--- src/rtl/knn_topk_ctrl_if.sv ---
// knn_topk_ctrl_if: command/response bus between the top-k
// controller and its attached min/max priority queue.
interface knn_topk_ctrl_if #(
  parameter int DATA_WIDTH = 32,
  parameter int TAG_WIDTH  = 32
);
  logic                  q_enq_out;
  logic                  q_deq_smallest_out;
  logic                  q_deq_largest_out;
  logic [DATA_WIDTH-1:0] q_enq_data_out;
  logic [TAG_WIDTH-1:0]  q_enq_tag_out;
  logic                  q_valid_in;
  logic [DATA_WIDTH-1:0] q_data_in;
  logic [TAG_WIDTH-1:0]  q_tag_in;
  logic [TAG_WIDTH-1:0]  q_max_tag_in;

  modport master (
    output q_enq_out,
    output q_deq_smallest_out,
    output q_deq_largest_out,
    output q_enq_data_out,
    output q_enq_tag_out,
    input  q_valid_in,
    input  q_data_in,
    input  q_tag_in,
    input  q_max_tag_in
  );

  modport slave (
    input  q_enq_out,
    input  q_deq_smallest_out,
    input  q_deq_largest_out,
    input  q_enq_data_out,
    input  q_enq_tag_out,
    output q_valid_in,
    output q_data_in,
    output q_tag_in,
    output q_max_tag_in
  );
endinterface

--- src/rtl/knn_topk_ctrl.sv ---
// knn_topk_ctrl: keeps the K nearest candidates in an attached
// priority queue, then drains them in ascending distance order.
module knn_topk_ctrl #(
  parameter int DATA_WIDTH = 32,
  parameter int TAG_WIDTH  = 32,
  parameter int K          = 8,
  parameter int SETTLE     = 3
) (
  input  logic                   clk_in,
  input  logic                   rst_in,
  input  logic                   start_in,
  input  logic                   cand_valid_in,
  output logic                   cand_ready_out,
  input  logic [DATA_WIDTH-1:0]  cand_data_in,
  input  logic [TAG_WIDTH-1:0]   cand_dist_in,
  input  logic                   cand_last_in,
  knn_topk_ctrl_if.master        q,
  output logic                   res_valid_out,
  input  logic                   res_ready_in,
  output logic [DATA_WIDTH-1:0]  res_data_out,
  output logic [TAG_WIDTH-1:0]   res_dist_out,
  output logic                   res_last_out,
  output logic                   busy_out,
  output logic                   done_out,
  output logic [$clog2(K):0]     occ_out
);

  localparam int OW = $clog2(K) + 1;
  localparam int GW = (SETTLE > 0) ? $clog2(SETTLE + 1) : 1;
  localparam logic [OW-1:0] K_OCC  = OW'(K);
  localparam logic [GW-1:0] GAP_LD = GW'(SETTLE);

  typedef enum logic [3:0] {
    IDLE,
    ACCEPT,
    DECIDE,
    EVICT,
    ENQ,
    WAIT,
    DRAIN_CMD,
    DRAIN_WAIT,
    RESULT
  } state_t;

  state_t                state_q, state_d;
  logic [OW-1:0]         occ_q, occ_d;
  logic [GW-1:0]         gap_q, gap_d;
  logic [DATA_WIDTH-1:0] data_q, data_d;
  logic [TAG_WIDTH-1:0]  dist_q, dist_d;
  logic                  last_q, last_d;
  logic                  to_enq_q, to_enq_d;
  logic [DATA_WIDTH-1:0] rdata_q, rdata_d;
  logic [TAG_WIDTH-1:0]  rdist_q, rdist_d;
  logic                  done_q, done_d;
  logic                  cmd_enq, cmd_dsm, cmd_dlg;

  // State and datapath registers
  always_ff @(posedge clk_in) begin
    if (rst_in) begin
      state_q  <= IDLE;
      occ_q    <= '0;
      gap_q    <= '0;
      data_q   <= '0;
      dist_q   <= '0;
      last_q   <= 1'b0;
      to_enq_q <= 1'b0;
      rdata_q  <= '0;
      rdist_q  <= '0;
      done_q   <= 1'b0;
    end else begin
      state_q  <= state_d;
      occ_q    <= occ_d;
      gap_q    <= gap_d;
      data_q   <= data_d;
      dist_q   <= dist_d;
      last_q   <= last_d;
      to_enq_q <= to_enq_d;
      rdata_q  <= rdata_d;
      rdist_q  <= rdist_d;
      done_q   <= done_d;
    end
  end

  // Next state, queue commands and settle gap tracking
  always_comb begin
    state_d  = state_q;
    occ_d    = occ_q;
    data_d   = data_q;
    dist_d   = dist_q;
    last_d   = last_q;
    to_enq_d = to_enq_q;
    rdata_d  = rdata_q;
    rdist_d  = rdist_q;
    done_d   = 1'b0;
    cmd_enq  = 1'b0;
    cmd_dsm  = 1'b0;
    cmd_dlg  = 1'b0;
    gap_d    = (gap_q != '0) ? gap_q - 1'b1 : '0;

    unique case (state_q)
      IDLE: begin
        if (start_in) state_d = ACCEPT;
      end
      ACCEPT: begin
        if (cand_valid_in) begin
          data_d  = cand_data_in;
          dist_d  = cand_dist_in;
          last_d  = cand_last_in;
          state_d = DECIDE;
        end
      end
      DECIDE: begin
        if (occ_q < K_OCC) begin
          state_d = ENQ;
        end else if (dist_q < q.q_max_tag_in) begin
          state_d = EVICT;
        end else begin
          state_d = last_q ? DRAIN_CMD : ACCEPT;
        end
      end
      EVICT: begin
        cmd_dlg  = 1'b1;
        occ_d    = occ_q - 1'b1;
        to_enq_d = 1'b1;
        state_d  = WAIT;
      end
      ENQ: begin
        cmd_enq  = 1'b1;
        occ_d    = occ_q + 1'b1;
        to_enq_d = 1'b0;
        state_d  = WAIT;
      end
      WAIT: begin
        // Leave so the next command lands SETTLE+1 after the last
        if (gap_q <= GW'(1)) begin
          if (to_enq_q) state_d = ENQ;
          else if (last_q) state_d = DRAIN_CMD;
          else state_d = ACCEPT;
        end
      end
      DRAIN_CMD: begin
        if (gap_q == '0) begin
          cmd_dsm = 1'b1;
          occ_d   = occ_q - 1'b1;
          state_d = DRAIN_WAIT;
        end
      end
      DRAIN_WAIT: begin
        if (q.q_valid_in) begin
          rdata_d = q.q_data_in;
          rdist_d = q.q_tag_in;
          state_d = RESULT;
        end
      end
      RESULT: begin
        if (res_ready_in) begin
          if (occ_q != '0) begin
            state_d = DRAIN_CMD;
          end else begin
            done_d  = 1'b1;
            state_d = IDLE;
          end
        end
      end
      default: state_d = IDLE;
    endcase

    if (cmd_enq || cmd_dsm || cmd_dlg) gap_d = GAP_LD;
  end

  // Output decode from registered state
  always_comb begin
    q.q_enq_out          = cmd_enq;
    q.q_deq_smallest_out = cmd_dsm;
    q.q_deq_largest_out  = cmd_dlg;
    q.q_enq_data_out     = data_q;
    q.q_enq_tag_out      = dist_q;
    cand_ready_out       = (state_q == ACCEPT);
    res_valid_out        = (state_q == RESULT);
    res_last_out         = (state_q == RESULT) && (occ_q == '0);
    res_data_out         = rdata_q;
    res_dist_out         = rdist_q;
    busy_out             = (state_q != IDLE);
    done_out             = done_q;
    occ_out              = occ_q;
  end

endmodule

--- src/flat_wrapper.sv ---
// flat-port wrapper written by rule: the top's interface ports become plain ports
module knn_topk_ctrl_flat 
#(
  parameter int DATA_WIDTH = 32,
  parameter int TAG_WIDTH  = 32,
  parameter int K          = 8,
  parameter int SETTLE     = 3
)
  (clk_in, rst_in, start_in, cand_valid_in, cand_ready_out, cand_data_in, cand_dist_in, cand_last_in, res_valid_out, res_ready_in, res_data_out, res_dist_out, res_last_out, busy_out, done_out, occ_out, q_q_enq_out, q_q_deq_smallest_out, q_q_deq_largest_out, q_q_enq_data_out, q_q_enq_tag_out, q_q_valid_in, q_q_data_in, q_q_tag_in, q_q_max_tag_in);
  knn_topk_ctrl_if #(.DATA_WIDTH(DATA_WIDTH), .TAG_WIDTH(TAG_WIDTH)) q_i ();
  input  logic clk_in;
  input  logic rst_in;
  input  logic start_in;
  input  logic cand_valid_in;
  output logic cand_ready_out;
  input  logic [DATA_WIDTH-1:0] cand_data_in;
  input  logic [TAG_WIDTH-1:0] cand_dist_in;
  input  logic cand_last_in;
  output logic res_valid_out;
  input  logic res_ready_in;
  output logic [DATA_WIDTH-1:0] res_data_out;
  output logic [TAG_WIDTH-1:0] res_dist_out;
  output logic res_last_out;
  output logic busy_out;
  output logic done_out;
  output logic [$clog2(K):0] occ_out;
  output wire logic [$bits(q_i.q_enq_out)-1:0] q_q_enq_out;
  output wire logic [$bits(q_i.q_deq_smallest_out)-1:0] q_q_deq_smallest_out;
  output wire logic [$bits(q_i.q_deq_largest_out)-1:0] q_q_deq_largest_out;
  output wire logic [$bits(q_i.q_enq_data_out)-1:0] q_q_enq_data_out;
  output wire logic [$bits(q_i.q_enq_tag_out)-1:0] q_q_enq_tag_out;
  input wire logic [$bits(q_i.q_valid_in)-1:0] q_q_valid_in;
  input wire logic [$bits(q_i.q_data_in)-1:0] q_q_data_in;
  input wire logic [$bits(q_i.q_tag_in)-1:0] q_q_tag_in;
  input wire logic [$bits(q_i.q_max_tag_in)-1:0] q_q_max_tag_in;
  assign q_q_enq_out = q_i.q_enq_out;
  assign q_q_deq_smallest_out = q_i.q_deq_smallest_out;
  assign q_q_deq_largest_out = q_i.q_deq_largest_out;
  assign q_q_enq_data_out = q_i.q_enq_data_out;
  assign q_q_enq_tag_out = q_i.q_enq_tag_out;
  assign q_i.q_valid_in = q_q_valid_in;
  assign q_i.q_data_in = q_q_data_in;
  assign q_i.q_tag_in = q_q_tag_in;
  assign q_i.q_max_tag_in = q_q_max_tag_in;
  knn_topk_ctrl #(.DATA_WIDTH(DATA_WIDTH), .TAG_WIDTH(TAG_WIDTH), .K(K), .SETTLE(SETTLE)) u_core (.clk_in(clk_in), .rst_in(rst_in), .start_in(start_in), .cand_valid_in(cand_valid_in), .cand_ready_out(cand_ready_out), .cand_data_in(cand_data_in), .cand_dist_in(cand_dist_in), .cand_last_in(cand_last_in), .q(q_i), .res_valid_out(res_valid_out), .res_ready_in(res_ready_in), .res_data_out(res_data_out), .res_dist_out(res_dist_out), .res_last_out(res_last_out), .busy_out(busy_out), .done_out(done_out), .occ_out(occ_out));
endmodule
--- config.mk ---
export PLATFORM = sky130hd
export DESIGN_NAME = knn_topk_ctrl_flat
export DESIGN_NICKNAME = d
export VERILOG_FILES = /design/src/rtl/knn_topk_ctrl_if.sv /design/src/rtl/knn_topk_ctrl.sv /design/src/flat_wrapper.sv
export SDC_FILE = /design/constraint.sdc
export NUM_CORES = 1
export LEC_CHECK = 0
export ABC_AREA = 1
export CAP_MARGIN = 5
export CORE_ASPECT_RATIO = 1.25
export CORE_MARGIN = 2
export CORE_UTILIZATION = 41
export CTS_CLUSTER_DIAMETER = 120
export DETAILED_ROUTE_END_ITERATION = 6
export PLACE_DENSITY = 0.84
export SYNTH_ARGS = -nofsm -noshare
export SYNTH_HDL_FRONTEND = slang
export SYNTH_SLANG_ARGS = --single-unit
--- constraint.sdc ---
create_clock -name clk_in -period 2.56 [get_ports clk_in]
set_clock_uncertainty 0.05 [all_clocks]
set_input_delay 0.384 -clock clk_in [delete_from_list [all_inputs] [get_ports clk_in]]
set_output_delay 0.384 -clock clk_in [all_outputs]
set_load 0.01 [all_outputs]
==> results.py, run 1 <==
metrics = {
    "worst_setup_path": {
        "reg2reg_to": "u_core.occ_out[3]$_SDFFE_PP0P_",
        "worstPathArrival_ns": 1.93,
        "r2r-start": "u_core.state_q[2]$_SDFFE_PP0P_",
        "regToRegSetupSlack_ns": 0.46,
        "start_kind": "register",
        "worstSetupPathType": "register to primary output",
        "cp.required_ns": 2.13,
        "critPathCaptureType": "primary output",
        "crit_fanout": 6,
        "r2r_cells": 12,
    },
    "route": {
        "drt_iter0_markers": 343,
        "vias": 6587,
        "ant_nets": 0,
        "dr.pass1.iters": 6,
        "via_per_inst": 5.110,
        "avgRoutedWirePerCell_um": 15.69,
        "drcViolationCount": 0,
        "wl_um": 20220,
    },
    "logic_synthesis": {
        "avgSynthCellArea_um2": 7.607,
        "yosysWarnings": 0,
        "syn_area_um2": 6215,
        "syn-instance-count": 817,
        "synth.ff_latch_count": 141,
        "syn_nets": 1018,
        "seq_area_frac_synth_pct": 45.42,
        "yosys.cell_types.count": 29,
    },
    "global_route": {
        "busiest_layer": "met2",
        "grt_pass1_vias": 6362,
        "grt_antenna_before_repair": 0,
        "grt_util_all_layers_pct": 24.53,
        "met1_usage_pct": 28.22,
        "grt_overflow": 0,
        "grt_pass1_wl_um": 31610,
        "globalRouteMet3Util_pct": 8.116,
        "grt_max_degree": 67,
        "met2_usage_pct": 40.95,
    },
    "final_layout": {
        "instances_no_fill": 1289,
        "nets": 1297,
        "antennaDiodeCount": 0,
        "mostFrequentLayoutCell": "clkdlybuf4s50_1",
        "layout-drive-gt1-share_pct": 6.233,
        "area_delta_synth_final_pct": 59.21,
        "mostFrequentLayoutCells": "302 x clkdlybuf4s50_1, 174 x nand2_1, 151 x a21oi_1, 141 x dfxtp_1, 130 x nand3_1",
        "register_area_um2": 2823,
        "fin_util_pct": 66.45,
        "fillers": 1229,
        "multiInputGateArea_um2": 2897,
    },
    "power_and_ir_drop": {
        "ir_worst_vdd_uv": 411.8,
        "p_per_area_nw_per_um2": 668.2,
        "totalPowerFinal_mw": 6.611,
        "p_leak_nw": 3.733,
    },
    "die": {
        "die-area_um2": 16170,
        "core_area_um2": 14890,
        "rows": 50,
        "initial_core_util_pct": 41.74,
        "die_width_um": 114.1,
        "io_pins": 307,
        "die_h_um": 141.7,
    },
    "run": {
        "maxCapViolations": 0,
    },
    "hold_path": {
        "hold_depth": 2,
        "min_from": "rst_in",
        "hold_end": "u_core.res_dist_out[5]$_SDFFE_PP0P_",
        "worstHoldPathType": "primary input to register",
    },
    "timing": {
        "relSlewSlack_pct": 54.97,
        "worst_pin_slew_ns": 0.6730,
        "setup_viol": 0,
        "slew_violations": 0,
        "period_minus_slack_ns": 2.360,
        "hold_violations": 0,
        "post-route-period-util_pct": 92.20,
        "fmax_ghz": 0.4237,
        "rsz0062_at_grt": "no",
        "tns_ns": 0,
    },
    "placed_design": {
        "dp_hpwl_um": 14450,
        "numPortBuffers": 306,
        "place_inst": 1259,
        "gp_congestion": 0.8643,
    },
    "clock_network": {
        "cts_buffer_depth": 2,
        "cts_hold_buf": 0,
        "cts_root_buffer": "clkbuf_16",
        "htreeDepth": 4,
        "insertion_delay_ns": 0.41,
        "path_clk_slew_ns": 0.06,
        "cts_sinks": 141,
        "cts_buffers": 17,
        "cts_tree": "yes",
    },
    "outcome": {
        "status": "completed",
    },
}
cell type report:
class                           instances  share of cell area (%)
Timing Repair Buffer                  317                   32.03
Inverter                               61                   2.314
Sequential cell                       141                   28.53
Multi-Input combinational cell        558                   29.27
Tap cell                              182                   2.301
Clock buffer                           19                   4.578
Clock inverter                         11                  0.9737
per-stage QoR:
step	worst slack [ns]	hold slack, ns	cell area, um^2
after floorplan	0.5200	0.4274	6215
after global placement	0.1054	0.3967	9346
after detailed placement	0.03842	0.4011	9346
after CTS	0.1823	0.2582	9894
after global routing	0.08719	0.2632	9894
final	0.1997	0.2660	9894
logic make-up after synthesis:
logic type	share of synthesized area [%]
XOR/XNOR	0.1410
AO/OA/AOI/OAI	14.21
buffers and inverters	8.174
adder cells (fa/ha/maj)	6.966
flip-flops	45.42
AND/OR/NAND/NOR	25.09
per-layer routing:
| layer | vias to the layer above | part of all wire (%) |
|---|---|---|
| met1 | 2989 | 39 |
| met3 | 52 | 8.1 |
| li1 | 3283 | - |
| met5 | - | 0 |
| met2 | 263 | 49 |
| met4 | 0 | 3.4 |
worst max-delay path: stages, from the launching register on:
cell             delay (ns)
dfxtp_1                0.37
nor2_1                 0.15
inv_2                  0.06
nor2_1                 0.08
nand2_1                0.11
inv_2                  0.09
nand2_1                0.07
inv_1                  0.07
clkdlybuf4s50_1        0.53
how the worst max path moves through the flow:
| stage | startpoint | end | slack, ns |
|---|---|---|---|
| 2_1_floorplan | u_core.state_q[2]$_SDFFE_PP0P_ | u_core.occ_out[3]$_SDFFE_PP0P_ | 0.52 |
| 3_3_place_gp | q_q_max_tag_in[31] | u_core.state_q[1]$_SDFFE_PP0P_ | 0.11 |
| 3_5_place_dp | q_q_max_tag_in[31] | u_core.state_q[2]$_SDFFE_PP0P_ | 0.04 |
| 6_report | u_core.state_q[0]$_SDFFE_PP0P_ | res_last_out | 0.20 |
| 4_1_cts | u_core.state_q[0]$_SDFFE_PP0P_ | res_last_out | 0.18 |
| 5_1_grt | u_core.state_q[0]$_SDFFE_PP0P_ | res_last_out | 0.09 |
registers in the layout, summed over array words and instances (netlist names):
| register | count |
|---|---|
| u_core.q.q_enq_data_out | 32 |
| u_core.q.q_enq_tag_out | 32 |
| u_core.res_data_out | 32 |
| u_core.res_dist_out | 32 |
| u_core.occ_out | 4 |
| u_core.state_q | 4 |
| u_core.gap_q | 2 |
| u_core.done_out | 1 |
| u_core.last_q | 1 |
| u_core.to_enq_q | 1 |
cells in the mapped netlist (all sizes together):
library cell  instances  area [um^2]
xnor2                 1        8.760
nor4                  4        40.04
a211oi                1        7.510
nand2               179        679.4
inv                  61        229.0
nand4                 2        12.51
o211ai                1        7.510
ha                   33        412.9
a21oi               153        773.2
buf                  24        155.1
nor3                 10        55.05
nor2                 26        115.1
o21ai                15        86.34
or2                   1        6.260
nand3               130        650.6
dfxtp               141         2823
a311oi                1        8.760
clkbuf               33        123.9
fa                    1        20.02
power by group:
group	switching [mW]	leakage, nW	internal (mW)
clock network	0.933	0.258	1.37
registers	0.148	1.14	2.38
logic	0.930	2.33	0.855
total	2.01	3.73	4.60
what timing repair did:
item	in CTS	in global routing
setup endpoints to repair	1	0
resized for setup	1	0
setup buffers	0	0
Power figures use the tool's default switching activity.
==> run 2, diff against run 1 <==
==> constraint.sdc (replaced) <==
create_clock -name clk_in -period 2.6 [get_ports clk_in]
set_clock_uncertainty 0.05 [all_clocks]
set_input_delay 0.39 -clock clk_in [delete_from_list [all_inputs] [get_ports clk_in]]
set_output_delay 0.39 -clock clk_in [all_outputs]
set_load 0.01 [all_outputs]
==> run 2 against run 1 <==
Clock-buffer cell count rose by 1. First-iteration DRC count is 32% higher. Sequential share of layout area fell by 0.072 points. Clock power rose by 3%. Sequential power is 2% lower. Critical path depth is the same. Non-clock buffer count decreased by 1. Die area is the same. Global-route usage grew 0.063 points. Combinational power fell by 2%. Via count rose by 0.53%.
==> results.py, run 2 (synthesis gave the netlist of run 1 again) <==
metrics = {
    "outcome": {
        "status": "completed",
    },
    "die": {
        "die-area_um2": 16170,
        "core_area_um2": 14890,
        "die_h_um": 141.7,
        "initial_core_util_pct": 41.74,
        "io_pins": 307,
        "die_width_um": 114.1,
        "rows": 50,
    },
    "clock_network": {
        "cts_tree": "yes",
        "cts_hold_buf": 0,
        "cts_root_buffer": "clkbuf_16",
        "htreeDepth": 4,
        "cts_buffers": 17,
        "cts_buffer_depth": 2,
        "post_cts_buffers": 0,
        "insertion_delay_ns": 0.41,
        "path_clk_slew_ns": 0.06,
        "post_cts_resized": 1,
        "cts_sinks": 141,
    },
    "worst_setup_path": {
        "r2r_cells": 12,
        "reg2reg_to": "u_core.occ_out[3]$_SDFFE_PP0P_",
        "r2r-start": "u_core.state_q[2]$_SDFFE_PP0P_",
        "worstSetupPathType": "register to primary output",
        "worstPathArrival_ns": 1.98,
        "cp.required_ns": 2.16,
        "crit_fanout": 6,
        "start_kind": "register",
        "critPathCaptureType": "primary output",
        "regToRegSetupSlack_ns": 0.43,
    },
    "placed_design": {
        "gp_congestion": 0.8655,
        "dp_hpwl_um": 14460,
        "dpl_cell_area_um2": 9339,
        "numPortBuffers": 306,
        "preCtsSetupSlack_ns": 0.08031,
    },
    "power_and_ir_drop": {
        "ir_worst_vdd_uv": 455.0,
        "pwr-share-comb_pct": 26.5,
        "totalPowerFinal_mw": 6.609,
        "power_switching_mw": 1.978,
        "power_frac_clock_pct": 35.9,
        "p_per_area_nw_per_um2": 666.2,
        "pwr-share-seq_pct": 37.7,
        "p_int_mw": 4.631,
        "p_leak_nw": 3.762,
        "swShare_pct": 29.92,
    },
    "timing": {
        "period_minus_slack_ns": 2.424,
        "fmax_ghz": 0.4125,
        "rsz0062_at_grt": "no",
        "hold_violations": 0,
        "relSlewSlack_pct": 55.78,
        "post-route-period-util_pct": 93.24,
        "worst_pin_slew_ns": 0.6632,
        "setup_viol": 0,
        "setup_slack_ns": 0.1758,
        "tns_ns": 0,
        "slew_violations": 0,
    },
    "route": {
        "wl_um": 20250,
        "ant_nets": 0,
        "via_per_inst": 5.141,
        "dr.pass1.iters": 5,
        "avgRoutedWirePerCell_um": 15.72,
        "drt_iter0_markers": 452,
        "vias": 6622,
        "drcViolationCount": 0,
    },
    "final_layout": {
        "antennaDiodeCount": 0,
        "area_delta_synth_final_pct": 59.61,
        "fin_util_pct": 66.62,
        "final_area_um2": 9920,
        "nets": 1296,
        "mostFrequentLayoutCell": "clkdlybuf4s50_1",
        "mostFrequentLayoutCells": "302 x clkdlybuf4s50_1, 174 x nand2_1, 151 x a21oi_1, 141 x dfxtp_1, 130 x nand3_1",
        "layout-drive-gt1-share_pct": 6.058,
    },
    "run": {
        "maxCapViolations": 0,
    },
    "global_route": {
        "grt_max_degree": 65,
        "grt_pass1_vias": 6325,
        "grt_pass1_wl_um": 31560,
        "grt_antenna_before_repair": 0,
        "grt_overflow": 0,
        "grt_util_all_layers_pct": 24.59,
    },
    "hold_path": {
        "worstHoldPathType": "primary input to register",
        "hold_end": "u_core.res_data_out[5]$_SDFFE_PP0P_",
        "min_from": "rst_in",
        "hold_depth": 2,
    },
}
run 2: critical path, cell delays in order, from the launching register on:
cell	delay [ns]
dfxtp_1	0.38
nor2_1	0.16
inv_2	0.06
nor2_1	0.08
nand2_1	0.11
inv_2	0.09
nand2_1	0.07
inv_1	0.08
clkdlybuf4s50_1	0.55
run 2: how the worst max path moves through the flow:
stage / startpoint / end / slack (ns) / depth (start not counted)
2_1_floorplan: u_core.state_q[2]$_SDFFE_PP0P_ / u_core.occ_out[3]$_SDFFE_PP0P_ / 0.56 / 12
3_3_place_gp: q_q_max_tag_in[31] / u_core.state_q[1]$_SDFFE_PP0P_ / 0.13 / 14
3_5_place_dp: q_q_max_tag_in[30] / u_core.state_q[1]$_SDFFE_PP0P_ / 0.08 / 14
4_1_cts: u_core.state_q[2]$_SDFFE_PP0P_ / q_q_deq_smallest_out / 0.05 / 7
5_1_grt: u_core.state_q[0]$_SDFFE_PP0P_ / res_last_out / 0.1 / 8
6_report: u_core.state_q[0]$_SDFFE_PP0P_ / res_last_out / 0.18 / 8
run 2: power by group through the flow:
stage	Clock, mW	Sequential, mW	Combinational (mW)
after floorplan	0	2.57	0.883
after global placement	0	2.52	1.73
after global routing	2.50	2.51	1.93
after CTS	2.41	2.49	1.76
after detailed placement	0	2.53	1.75
final	2.37	2.49	1.75
run 2: cell type report:
class	count	area (um^2)
fill	1238	4970
timing repair buffer	316	3166
multi-input combinational	558	2903
sequential	141	2823
clock buffer	20	456.7
inverter	61	229.0
tap	182	227.7
clock inverter	10	115.1
run 2: per-layer routing:
layer / GRT usage (%) / vias up / share of wire (%)
met3: 8.073 / 45 / 8.4
li1: - / 3287 / -
met1: 27.84 / 3019 / 38
met5: 0 / - / 0
met2: 41.51 / 271 / 50
met4: 11.94 / 0 / 3.5
run 2: through the flow:
step / hold WS, ns / cells
final: 0.2869 / 1288
after CTS: 0.2780 / 1288
after global placement: 0.3968 / 1258
after global routing: 0.2839 / 1288
after detailed placement: 0.4020 / 1258
after floorplan: 0.4274 / 817
==> run 3, diff against run 2 <==
--- a/config.mk
+++ b/config.mk
@@ -8,11 +8,12 @@
 export ABC_AREA = 1
 export CAP_MARGIN = 5
 export CORE_ASPECT_RATIO = 1.25
-export CORE_MARGIN = 2
+export CORE_MARGIN = 4
 export CORE_UTILIZATION = 41
 export CTS_CLUSTER_DIAMETER = 120
 export DETAILED_ROUTE_END_ITERATION = 6
 export PLACE_DENSITY = 0.84
+export SLEW_MARGIN = 5
 export SYNTH_ARGS = -nofsm -noshare
 export SYNTH_HDL_FRONTEND = slang
 export SYNTH_SLANG_ARGS = --single-unit
==> run 3 against run 2 <==
Clock-buffer cell count unchanged. Largest cell class unchanged. Combinational power about the same. Critical endpoint is now cand_ready_out. Highest routed layer unchanged. Maximum frequency rose by 2.9%.
==> results.py, run 3 (synthesis gave the netlist of run 1 again) <==
metrics = {
    "outcome": {
        "status": "completed",
    },
    "placed_design": {
        "preCtsSetupSlack_ns": 0.06258,
        "numPortBuffers": 306,
        "dpl_cell_area_um2": 9364,
        "dp_hpwl_um": 15030,
        "place_inst": 1258,
        "gp_congestion": 0.8941,
    },
    "route": {
        "vias": 6638,
        "avgRoutedWirePerCell_um": 15.99,
        "dr.pass1.iters": 4,
        "drcViolationCount": 0,
        "ant_nets": 0,
        "wl_um": 20630,
        "drt_iter0_markers": 425,
        "via_per_inst": 5.146,
    },
    "final_layout": {
        "nets": 1296,
        "mostFrequentLayoutCell": "clkdlybuf4s50_1",
        "antennaDiodeCount": 0,
        "mostFrequentLayoutCells": "302 x clkdlybuf4s50_1, 174 x nand2_1, 151 x a21oi_1, 141 x dfxtp_1, 130 x nand3_1",
        "fin_util_pct": 66.52,
        "fillers": 1207,
        "area_delta_synth_final_pct": 60.04,
        "instances_no_fill": 1290,
        "layout-drive-gt1-share_pct": 6.137,
        "final_area_um2": 9946,
    },
    "worst_setup_path": {
        "crit_fanout": 6,
        "start_kind": "register",
        "cp.required_ns": 2.16,
        "cp_slowest_stage_delay_ns": 0.59,
        "cp_top_family": "buffers and inverters",
        "worstSetupPathType": "register to primary output",
        "critical_path.slowest_cell": "clkdlybuf4s50_1",
        "cp_cell_sequence": "inv_1 > nor2_2 > nand2_1 > inv_2 > clkdlybuf4s50_1",
        "cp_num_buf_inv": 3,
        "critPathCaptureType": "primary output",
        "worstPathArrival_ns": 1.92,
    },
    "global_route": {
        "grt_max_degree": 66,
        "grt_antenna_before_repair": 0,
        "grt_overflow": 0,
        "grt_pass1_wl_um": 33380,
        "grt_pass1_vias": 6671,
        "grt_util_all_layers_pct": 23.70,
    },
    "timing": {
        "slew_violations": 0,
        "worst_pin_slew_ns": 0.6660,
        "fmax_ghz": 0.4246,
        "period_minus_slack_ns": 2.355,
        "post-route-period-util_pct": 90.59,
        "hold_slack_ns": 0.3217,
        "relSlewSlack_pct": 55.60,
        "hold_violations": 0,
        "rsz0062_at_grt": "no",
        "setup_viol": 0,
        "setup_slack_ns": 0.2448,
        "tns_ns": 0,
    },
    "clock_network": {
        "cts_buffers": 17,
        "cts_root_buffer": "clkbuf_16",
        "cts_tree": "yes",
        "insertion_delay_ns": 0.41,
        "path_clk_slew_ns": 0.06,
        "post_cts_buffers": 0,
        "htreeDepth": 4,
        "post_cts_resized": 1,
        "cts_buffer_depth": 2,
        "cts_hold_buf": 0,
        "cts_sinks": 141,
    },
    "die": {
        "rows": 50,
        "io_pins": 307,
        "die_width_um": 118.1,
        "die_h_um": 145.7,
        "die-area_um2": 17200,
        "core_area_um2": 14950,
        "initial_core_util_pct": 41.56,
    },
    "power_and_ir_drop": {
        "ir_worst_vdd_uv": 432.4,
        "totalPowerFinal_mw": 6.646,
        "p_leak_nw": 3.752,
        "p_per_area_nw_per_um2": 668.2,
    },
    "run": {
        "maxCapViolations": 0,
    },
    "hold_path": {
        "worstHoldPathType": "primary input to register",
    },
}
[run 3: worst paths after layout]
path                                                                from                                  endpoint  slack, ns  cells after the start
worst min-delay path                                        q_q_valid_in       u_core.res_dist_out[3]$_SDFFE_PP0P_       0.32                      3
worst min register to register  u_core.q.q_enq_data_out[29]$_SDFFE_PP0P_  u_core.q.q_enq_data_out[29]$_SDFFE_PP0P_       0.41                      2
worst max register to register            u_core.state_q[2]$_SDFFE_PP0P_            u_core.occ_out[3]$_SDFFE_PP0P_       0.41                     12
worst max-delay path                      u_core.state_q[0]$_SDFFE_PP0P_                            cand_ready_out       0.24                      5
[run 3: worst register-to-register path, cell delays in order, from the launching register on]
cell and delay, ns:
dfxtp_1 0.38, inv_1 0.09, nor2_4 0.11, inv_2 0.07, nor2_1 0.17, inv_1 0.18, ha_1 0.38, a21oi_1 0.16
nand2_1 0.10, a21oi_2 0.13, o21ai_1 0.09, o21ai_1 0.13, a21oi_1 0.05
[run 3: where the power goes]
group | total [mW] | leakage [nW] | internal (mW) | switching, mW
logic | 1.76 | 2.33 | 0.853 | 0.910
registers | 2.49 | 1.14 | 2.34 | 0.146
clock network | 2.40 | 0.277 | 1.45 | 0.950
total | 6.65 | 3.75 | 4.64 | 2.01
[run 3: final cells by class]
type / instances / area (um^2) / area share, %
tap: 182 / 227.7 / 2.290
timing repair buffer: 316 / 3187 / 32.04
clock buffer: 20 / 446.7 / 4.491
inverter: 61 / 229.0 / 2.302
multi-input combinational: 558 / 2897 / 29.12
sequential: 141 / 2823 / 28.38
clock inverter: 12 / 136.4 / 1.371
[run 3: per-layer routing]
| metal | up-vias | GRT usage, % | share of wire, % |
|---|---|---|---|
| met3 | 41 | 9.253 | 9.1 |
| met5 | - | 0 | 0 |
| met1 | 3044 | 25.96 | 39 |
| li1 | 3278 | - | - |
| met4 | 0 | 8.915 | 2.8 |
| met2 | 275 | 41.29 | 50 |
